$ cat src/rtl/ram_byte_sequencer.sv
// Byte-serial load/store sequencer for the 4096 x 8 synchronous RAM (little-endian, 1/2/4 bytes).
// Optional macro RAM_ALIGN_CHECK_EN: reject misaligned half/word requests with err instead of accessing RAM.
module ram_byte_sequencer (
    input  logic        clk,
    input  logic        rst_n,
    input  logic        req,
    input  logic        we,
    input  logic [1:0]  size,
    input  logic        uns,
    input  logic [11:0] addr,
    input  logic [31:0] wdata,
    output logic [31:0] rdata,
    output logic        done,
    output logic        busy,
    output logic        err,
    output logic        ram_r_wn,
    output logic [11:0] ram_address,
    output logic [31:0] ram_data_in,
    input  logic [7:0]  ram_data_out
);

    typedef enum logic [2:0] {IDLE, WR, RD, RD_TAIL, RESP} state_t;

    state_t      state_q, state_d;
    logic [11:0] base_q, base_d;
    logic [31:0] wdata_q, wdata_d;
    logic [1:0]  size_q, size_d;
    logic        uns_q, uns_d;
    logic [1:0]  lastIdx_q, lastIdx_d;
    logic [2:0]  count_q, count_d;
    logic [31:0] readBuf_q, readBuf_d;
    logic [31:0] rdata_q, rdata_d;

    logic        misaligned;
    logic        writing;
    logic [1:0]  capIdx;
    logic [31:0] assembled;
    logic [31:0] extended;

`ifdef RAM_ALIGN_CHECK_EN
    logic errFlag_q, errFlag_d;

    assign misaligned = ((size == 2'b01) && addr[0]) || (size[1] && (addr[1:0] != 2'b00));
    assign errFlag_d  = (state_q == IDLE) ? (req && misaligned) : errFlag_q;

    always_ff @(posedge clk) begin
        if (!rst_n) errFlag_q <= 1'b0;
        else        errFlag_q <= errFlag_d;
    end

    assign err = done && errFlag_q;
`else
    assign misaligned = 1'b0;
    assign err        = 1'b0;
`endif

    always_ff @(posedge clk) begin
        if (!rst_n) begin
            state_q   <= IDLE;
            base_q    <= 12'd0;
            wdata_q   <= 32'd0;
            size_q    <= 2'b00;
            uns_q     <= 1'b0;
            lastIdx_q <= 2'd0;
            count_q   <= 3'd0;
            readBuf_q <= 32'd0;
            rdata_q   <= 32'd0;
        end else begin
            state_q   <= state_d;
            base_q    <= base_d;
            wdata_q   <= wdata_d;
            size_q    <= size_d;
            uns_q     <= uns_d;
            lastIdx_q <= lastIdx_d;
            count_q   <= count_d;
            readBuf_q <= readBuf_d;
            rdata_q   <= rdata_d;
        end
    end

    // The final byte is still on ram_data_out during RD_TAIL, so it is merged in directly.
    assign capIdx = count_q[1:0] - 2'd1;

    always_comb begin
        assembled = readBuf_q;
        assembled[{lastIdx_q, 3'b000} +: 8] = ram_data_out;
        extended = assembled;
        case (size_q)
            2'b00:   extended = {{24{assembled[7] & ~uns_q}}, assembled[7:0]};
            2'b01:   extended = {{16{assembled[15] & ~uns_q}}, assembled[15:0]};
            default: extended = assembled;
        endcase
    end

    always_comb begin
        state_d   = state_q;
        base_d    = base_q;
        wdata_d   = wdata_q;
        size_d    = size_q;
        uns_d     = uns_q;
        lastIdx_d = lastIdx_q;
        count_d   = count_q;
        readBuf_d = readBuf_q;
        rdata_d   = rdata_q;
        case (state_q)
            IDLE: begin
                if (req) begin
                    base_d    = addr;
                    wdata_d   = wdata;
                    size_d    = size;
                    uns_d     = uns;
                    lastIdx_d = (size == 2'b00) ? 2'd0 : ((size == 2'b01) ? 2'd1 : 2'd3);
                    count_d   = 3'd0;
                    if (misaligned)
                        state_d = RESP;
                    else if (we)
                        state_d = WR;
                    else
                        state_d = RD;
                end
            end
            WR: begin
                count_d = count_q + 3'd1;
                if (count_q[1:0] == lastIdx_q) state_d = RESP;
            end
            RD: begin
                if (count_q != 3'd0) readBuf_d[{capIdx, 3'b000} +: 8] = ram_data_out;
                count_d = count_q + 3'd1;
                if (count_q[1:0] == lastIdx_q) state_d = RD_TAIL;
            end
            RD_TAIL: begin
                rdata_d = extended;
                state_d = RESP;
            end
            RESP: begin
                count_d = 3'd0;
                state_d = IDLE;
            end
            default: state_d = IDLE;
        endcase
    end

    // Writes are gated by rst_n so the edge that aborts an access cannot also write a byte.
    assign writing     = (state_q == WR) && rst_n;
    assign ram_r_wn    = ~writing;
    assign ram_data_in = writing ? {24'd0, wdata_q[{count_q[1:0], 3'b000} +: 8]} : 32'd0;
    assign ram_address = (state_q == IDLE) ? base_q : (base_q + {9'd0, count_q});
    assign busy        = (state_q != IDLE);
    assign done        = (state_q == RESP);
    assign rdata       = rdata_q;

endmodule

$ cat config.mk
export PLATFORM = sky130hd
export DESIGN_NAME = ram_byte_sequencer
export DESIGN_NICKNAME = d
export VERILOG_FILES = /design/src/rtl/ram_byte_sequencer.sv
export SDC_FILE = /design/constraint.sdc
export NUM_CORES = 1
export LEC_CHECK = 0
export ABC_CLOCK_PERIOD_IN_PS = 2910
export CAP_MARGIN = 20
export CORE_MARGIN = 1
export CORE_UTILIZATION = 45
export DETAILED_ROUTE_END_ITERATION = 16
export PLACE_DENSITY = 0.73
export SYNTH_ARGS = -nofsm -noshare
export SYNTH_HDL_FRONTEND = slang
export SYNTH_SLANG_ARGS = --single-unit
export TNS_END_PERCENT = 20
$ cat constraint.sdc
create_clock -name clk -period 2.91 [get_ports clk]
set_input_delay 0.7275 -clock clk [delete_from_list [all_inputs] [get_ports clk]]
set_output_delay 0.7275 -clock clk [all_outputs]
set_load 0.05 [all_outputs]
==> out/qor.yml, run 1 <==
outcome: "completed"
synthTopCellsByCount: "nand2_1, dfxtp_1, a21boi_0"
start_kind: "register"
power_per_cell_area_mw_per_mm2: 709
setup_viol: 0
postSynth.asyncResetShare_pct: 0
cts_htree_levels: 4
post-dp-hpwl_um: 10500
grt_pass1_vias: 5052
synth.cell_area_mm2: 0.00585
peakVddDrop_mv: 0.394
synth_edf_count: 0
slowest_stage: "dfxtp_2"
hold_depth: 2
yosysSeqAreaShare_pct: 40.8
syn_inst: 684
period_minus_slack_ns: 2.88
fill_cells: 1070
yosysUniqueCellTypes: 52
hold_slack_ns: 0.455
avgSynthCellArea_um2: 8.55
path_max_fanout: 4
worstSkewPairLatency_ns: 0.43
grt_overflow: 0
crit_required_ns: 2.18
max_freq_mhz: 347
wl_um: 15200
dieArea_mm2: 0.0135
ctsHoldBuffers: 0
die-width_um: 116
antenna_left: 0
routabilityCongestion: 0.966
place_ws_ns: 0.296
min_path_type: "reg -> reg"
crit_cells: 8
area_growth_pct: 37.1
slowest_delay_ns: 0.35
post-synth-top-count-cell: "nand2_1"
regToRegStartpoint: "lastIdx_q[0]"
cts_tree: "built"
cts.clk_slew.worst_paths_ns: 0.06
cellLeakagePower_nw: 2.96
start_util_pct: 46.3
antenna_cells: 0
grt_first_pass_wirelength_um: 24500
hold_viol_final: 0
io_buffers: 113
critPathArrivalTime_ns: 2.16
grt_max_degree: 118
synth_top_area_cell: "dfxtp_1"
slew_viol_final: 0
reg2regPathDepth: 6
critical_path_buf_inv_count: 2
via_count: 5167
period_share_pct: 99.1
slew_headroom_pct: 36.5
tightest_slew_ns: 0.952
path_delay_family: "adder cells"
grt_usage_pct: 23.9
crit_path_start: "base_q[0]"
clockBufferDepth: 2
core.rowCount: 41
firstDrtPassIters: 5
path_class: "reg -> out"
ys_ff_latch: 119
die_h_um: 116
min_from: "readBuf_q[29]"
numCtsBuffers: 17
power_mw: 5.68
fin_ws_ns: 0.0269
fin_tns_setup_ns: 0
detail_route.wl_per_cell_um: 15.6
synthTopCellsByArea: "dfxtp_1, a21boi_0, nand2_1"
fin_nets: 863
maxCapViolCount: 0
drt_iter0_drc: 316
io_pins: 139
synth_top_flop_cell: "dfxtp_1"
ys_warn_count: 0
rsz0062_at_grt: "yes"
finClkSkew_ns: 0.00928
drive_gt1_share_pct: 14.5
synth_top_area_share_pct: 40.8
crit_chain: "ha_4 -> inv_2 -> fa_2 -> nor2b_1 -> o21a_2 -> nand4_1 -> xnor2_2 -> buf_12"
critical_path.endpoint_type: "output pin"
vias_per_cell: 5.30
drc: 0
core_mm2: 0.0126
grt_antenna_before_repair: 1
cts.sinks: 119
cts_root_buffer: "clkbuf_16"
cells by family (layout without fill, tap and decap cells):
family	Yosys count	after routing	synth area share (%)
flip-flops	119	119	40.8
other	1	25	0.0642
buffers and inverters	81	175	7.23
AND/OR/NAND/NOR	267	267	22.4
AO/OA/AOI/OAI	178	178	20.9
XOR/XNOR	14	14	2.10
multiplexers	8	8	3.08
adder cells (fa/ha/maj)	16	16	3.51
sequential cells by signal, indices dropped and copies added, names as in the netlist:
signal and count:
count_q 3, state_q 3, uns_q 1, rdata 32, size_q 2, wdata_q 32, readBuf_q 32, base_q 12
lastIdx_q 2
report_power, final:
group | switching, mW | leakage (nW) | total [mW] | internal (mW)
clock network | 0.782 | 0.293 | 2.15 | 1.37
logic | 1.00 | 1.70 | 1.64 | 0.633
registers | 0.122 | 0.968 | 1.89 | 1.77
total | 1.91 | 2.96 | 5.68 | 3.77
per-layer routing:
layer / up-vias / part of all wire [%] / global-route usage [%]
met3: 26 / 8.0 / 8.94
met5: - / 0.066 / 0
met2: 196 / 47 / 38.8
met4: 2 / 2.0 / 9.66
li1: 2525 / - / -
met1: 2418 / 43 / 28.7
final timing paths:
| check | endpoint | slack (ns) |
|---|---|---|
| min reg2reg | readBuf_q[29] | 0.45 |
| max reg2reg | rdata[31] | 0.48 |
| min | readBuf_q[29] | 0.45 |
| max | ram_address[6] | 0.03 |
placed cells by master (no fill, tap or decap), types with 11 or more instances in the layout:
| cell | Yosys | routed |
|---|---|---|
| a22oi_1 | 14 | 14 |
| conb_1 | 1 | 25 |
| clkbuf_16 | 0 | 17 |
| o21ai_0 | 28 | 28 |
| or3_1 | 24 | 24 |
| nand2_1 | 144 | 144 |
| ha_1 | 14 | 13 |
| buf_12 | 0 | 21 |
| a21boi_0 | 76 | 76 |
| nand2b_1 | 12 | 12 |
| nand3_1 | 13 | 11 |
| nor3b_1 | 11 | 11 |
| buf_4 | 29 | 19 |
| nor2_1 | 16 | 16 |
| clkdlybuf4s50_1 | 0 | 90 |
| dfxtp_1 | 119 | 116 |
| a21oi_1 | 31 | 30 |
cell type report:
| cell class | count | area [µm²] | area share, % |
|---|---|---|---|
| clock buffers | 18 | 439 | 5.48 |
| clock inverters | 14 | 175 | 2.19 |
| inverters | 11 | 41.3 | 0.515 |
| multi-input cells | 508 | 3280 | 40.9 |
| flip-flops and latches | 119 | 2390 | 29.8 |
| well taps | 172 | 215 | 2.68 |
| repair buffers | 132 | 1480 | 18.5 |
worst min-delay path, stage by stage (launching register included):
cell	delay, ns
dfxtp_1	0.31
nand2_1	0.05
a21boi_1	0.05
repair_timing:
action	CTS	global route
endpoints found under the setup margin	8	8
pin swaps	3	3
resized for setup	13	6
setup buffers	1	1
through the flow:
stage,cells,cell area (µm²),util (%)
2_1_floorplan,708,6010,-
3_3_place_gp,940,7300,57.9
3_5_place_dp,940,7300,57.9
4_1_cts,973,7980,63.2
5_1_grt,974,8020,63.5
6_report,974,8020,63.5
Note: power is estimated with default switching activity, not from simulation.
==> run 2, diff against run 1 <==
Settings changed: CORE_UTILIZATION 45 to 50, CTS_BUF_LIST set to sky130_fd_sc_hd__clkbuf_16, PLACE_DENSITY 0.73 to 0.8.
==> out/qor.yml, run 2 (same netlist as run 1, synthesis figures left out) <==
critPathArrivalTime_ns: 2.16  # about the same
numCtsBuffers: 17  # unchanged
cts_tree: "built"  # unchanged
peakVddDrop_mv: 0.440  # was 0.394 mV
layout_commonest_cell: "nand2_1"  # unchanged
wl_um: 15100  # was 15200 µm
grt_pass1_vias: 5013  # was 5052
p_comb_share_pct: 27.7  # was 28.8%
highest_layer: "met4"  # was met5
finClkSkew_ns: 0.00763  # was 0.00928 ns
post-dp-hpwl_um: 10200  # was 10500 µm
io_pins: 139  # unchanged
p_int_mw: 4.01  # was 3.77 mW
min_path_type: "reg -> reg"  # unchanged
drc: 0  # unchanged
antenna_left: 0  # unchanged
drt_iter0_drc: 353  # was 316
period_minus_slack_ns: 2.89  # was 2.88 ns
dieArea_mm2: 0.0121  # was 0.0135 mm²
place_ws_ns: 0.338  # was 0.296 ns
grt_first_pass_wirelength_um: 24400  # was 24500 µm
outcome: "completed"  # unchanged
maxCapViolCount: 0  # unchanged
tightest_slew_ns: 0.958  # was 0.952 ns
grt_overflow: 0  # unchanged
grt_antenna_before_repair: 0  # was 1
firstDrtPassIters: 5  # unchanged
core_mm2: 0.0114  # was 0.0126 mm²
fin_nets: 864  # was 863
critical_path_buf_inv_count: 2  # unchanged
slew_viol_final: 0  # unchanged
postLayoutCoreUtil_pct: 70.2  # was 63.5%
period_share_pct: 99.2  # was 99.1%
clkPwrFrac_pct: 40.4  # was 37.9%
wl_met2_um: 6940  # was 7080 µm
critical_path.endpoint_type: "output pin"  # unchanged
io_buffers: 113  # unchanged
vias_per_cell: 5.53  # was 5.30
wl_met1_um: 6390  # was 6560 µm
crit_required_ns: 2.18  # about the same
power_frac_seq_pct: 31.9  # was 33.3%
ctsHoldBuffers: 0  # unchanged
start_util_pct: 51.2  # was 46.3%
die-width_um: 110  # was 116 µm
antenna_cells: 0  # unchanged
path_class: "reg -> out"  # unchanged
power_mw: 5.92  # was 5.68 mW
switching_share_pct: 32.3  # was 33.6%
cts_root_buffer: "clkbuf_16"  # unchanged
setup_viol: 0  # unchanged
routabilityCongestion: 0.936  # was 0.966
fin_ws_ns: 0.0224  # was 0.0269 ns
crit_chain: "ha_4 -> inv_2 -> fa_2 -> nor2b_1 -> o21a_2 -> nand4_1 -> xnor2_2 -> buf_12"  # unchanged
slowest_delay_ns: 0.39  # was 0.35 ns
worstSkewPairLatency_ns: 0.42  # was 0.43 ns
grt_usage_pct: 26.3  # was 23.9%
cellLeakagePower_nw: 2.99  # was 2.96 nW
grt_max_degree: 118  # unchanged
core.rowCount: 39  # was 41
cts.sinks: 119  # unchanged
path_delay_family: "adder cells"  # unchanged
slowest_stage: "fa_2"  # was dfxtp_2
power_per_cell_area_mw_per_mm2: 739  # was 709 mW/mm²
cts_htree_levels: 4  # unchanged
most-common-layout-cells: "nand2_1, dfxtp_1, clkdlybuf4s50_1"  # unchanged
detail_route.wl_per_cell_um: 15.9  # was 15.6 µm
slew_headroom_pct: 36.2  # was 36.5%
hold_viol_final: 0  # unchanged
design_area_mm2: 0.00801  # was 0.00802 mm²
power_switching_mw: 1.91  # about the same
route.met3.wl_um: 1230  # was 1220 µm
max_freq_mhz: 346  # was 347 MHz
area_growth_pct: 37.1  # about the same
clockBufferDepth: 2  # unchanged
rsz0062_at_grt: "yes"  # unchanged
cts.clk_slew.worst_paths_ns: 0.06  # about the same
via_count: 5235  # was 5167
die_h_um: 110  # was 116 µm
placed_area_mm2: 0.00727  # was 0.00730 mm²
start_kind: "register"  # unchanged
drive_gt1_share_pct: 13.7  # was 14.5%
path_max_fanout: 4  # unchanged
run 2: per-stage QoR:
stage,instances,hold slack [ns],TNS [ns]
floorplan,708,0.430,-0.443
global placement,912,0.439,0
finish,946,0.456,0
CTS,944,0.455,-0.0785
detailed placement,912,0.446,0
global route,946,0.483,-0.251
run 2: final timing paths:
| kind | start | end | slack, ns | cells past startpoint |
|---|---|---|---|---|
| worst max-delay path | count_q[0] | ram_address[6] | 0.02 | 8 |
| worst max register to register | lastIdx_q[0] | rdata[24] | 0.49 | 6 |
| worst min register to register | readBuf_q[22] | readBuf_q[22] | 0.46 | 2 |
| worst min-delay path | readBuf_q[22] | readBuf_q[22] | 0.46 | 2 |
run 2: tightest hold or removal path, stage by stage (launching register included):
cell and delay (ns):
dfxtp_1 0.31, nand2_1 0.05, a21boi_1 0.05
run 2: layout make-up:
cell class,instances,area (µm²)
inverter,11,41.3
sequential,119,2390
clock inverter,15,250
fill,882,3410
multi-input combinational,508,3240
clock buffer,17,425
tap,143,179
timing repair buffer,133,1480
run 2: power by group through the flow:
stage          combinational (mW)  sequential, mW  clock, mW
3_3_place_gp                 1.59            1.90          0
2_1_floorplan               0.980            1.98          0
5_1_grt                      1.77            1.91       2.50
6_report                     1.64            1.89       2.39
4_1_cts                      1.63            1.88       2.42
3_5_place_dp                 1.62            1.91          0
run 2: per-layer routing:
layer	vias to the layer above	global-route usage, %
met3	39	8.94
met5	-	0
met4	0	12.2
met1	2449	32.1
li1	2533	-
met2	214	41.6
run 2: repair_timing:
action                                  in CTS  in global routing
buffers inserted                             0                  2
pin swaps                                    3                  4
gates resized for setup                      6                  7
endpoints found under the setup margin       8                  7
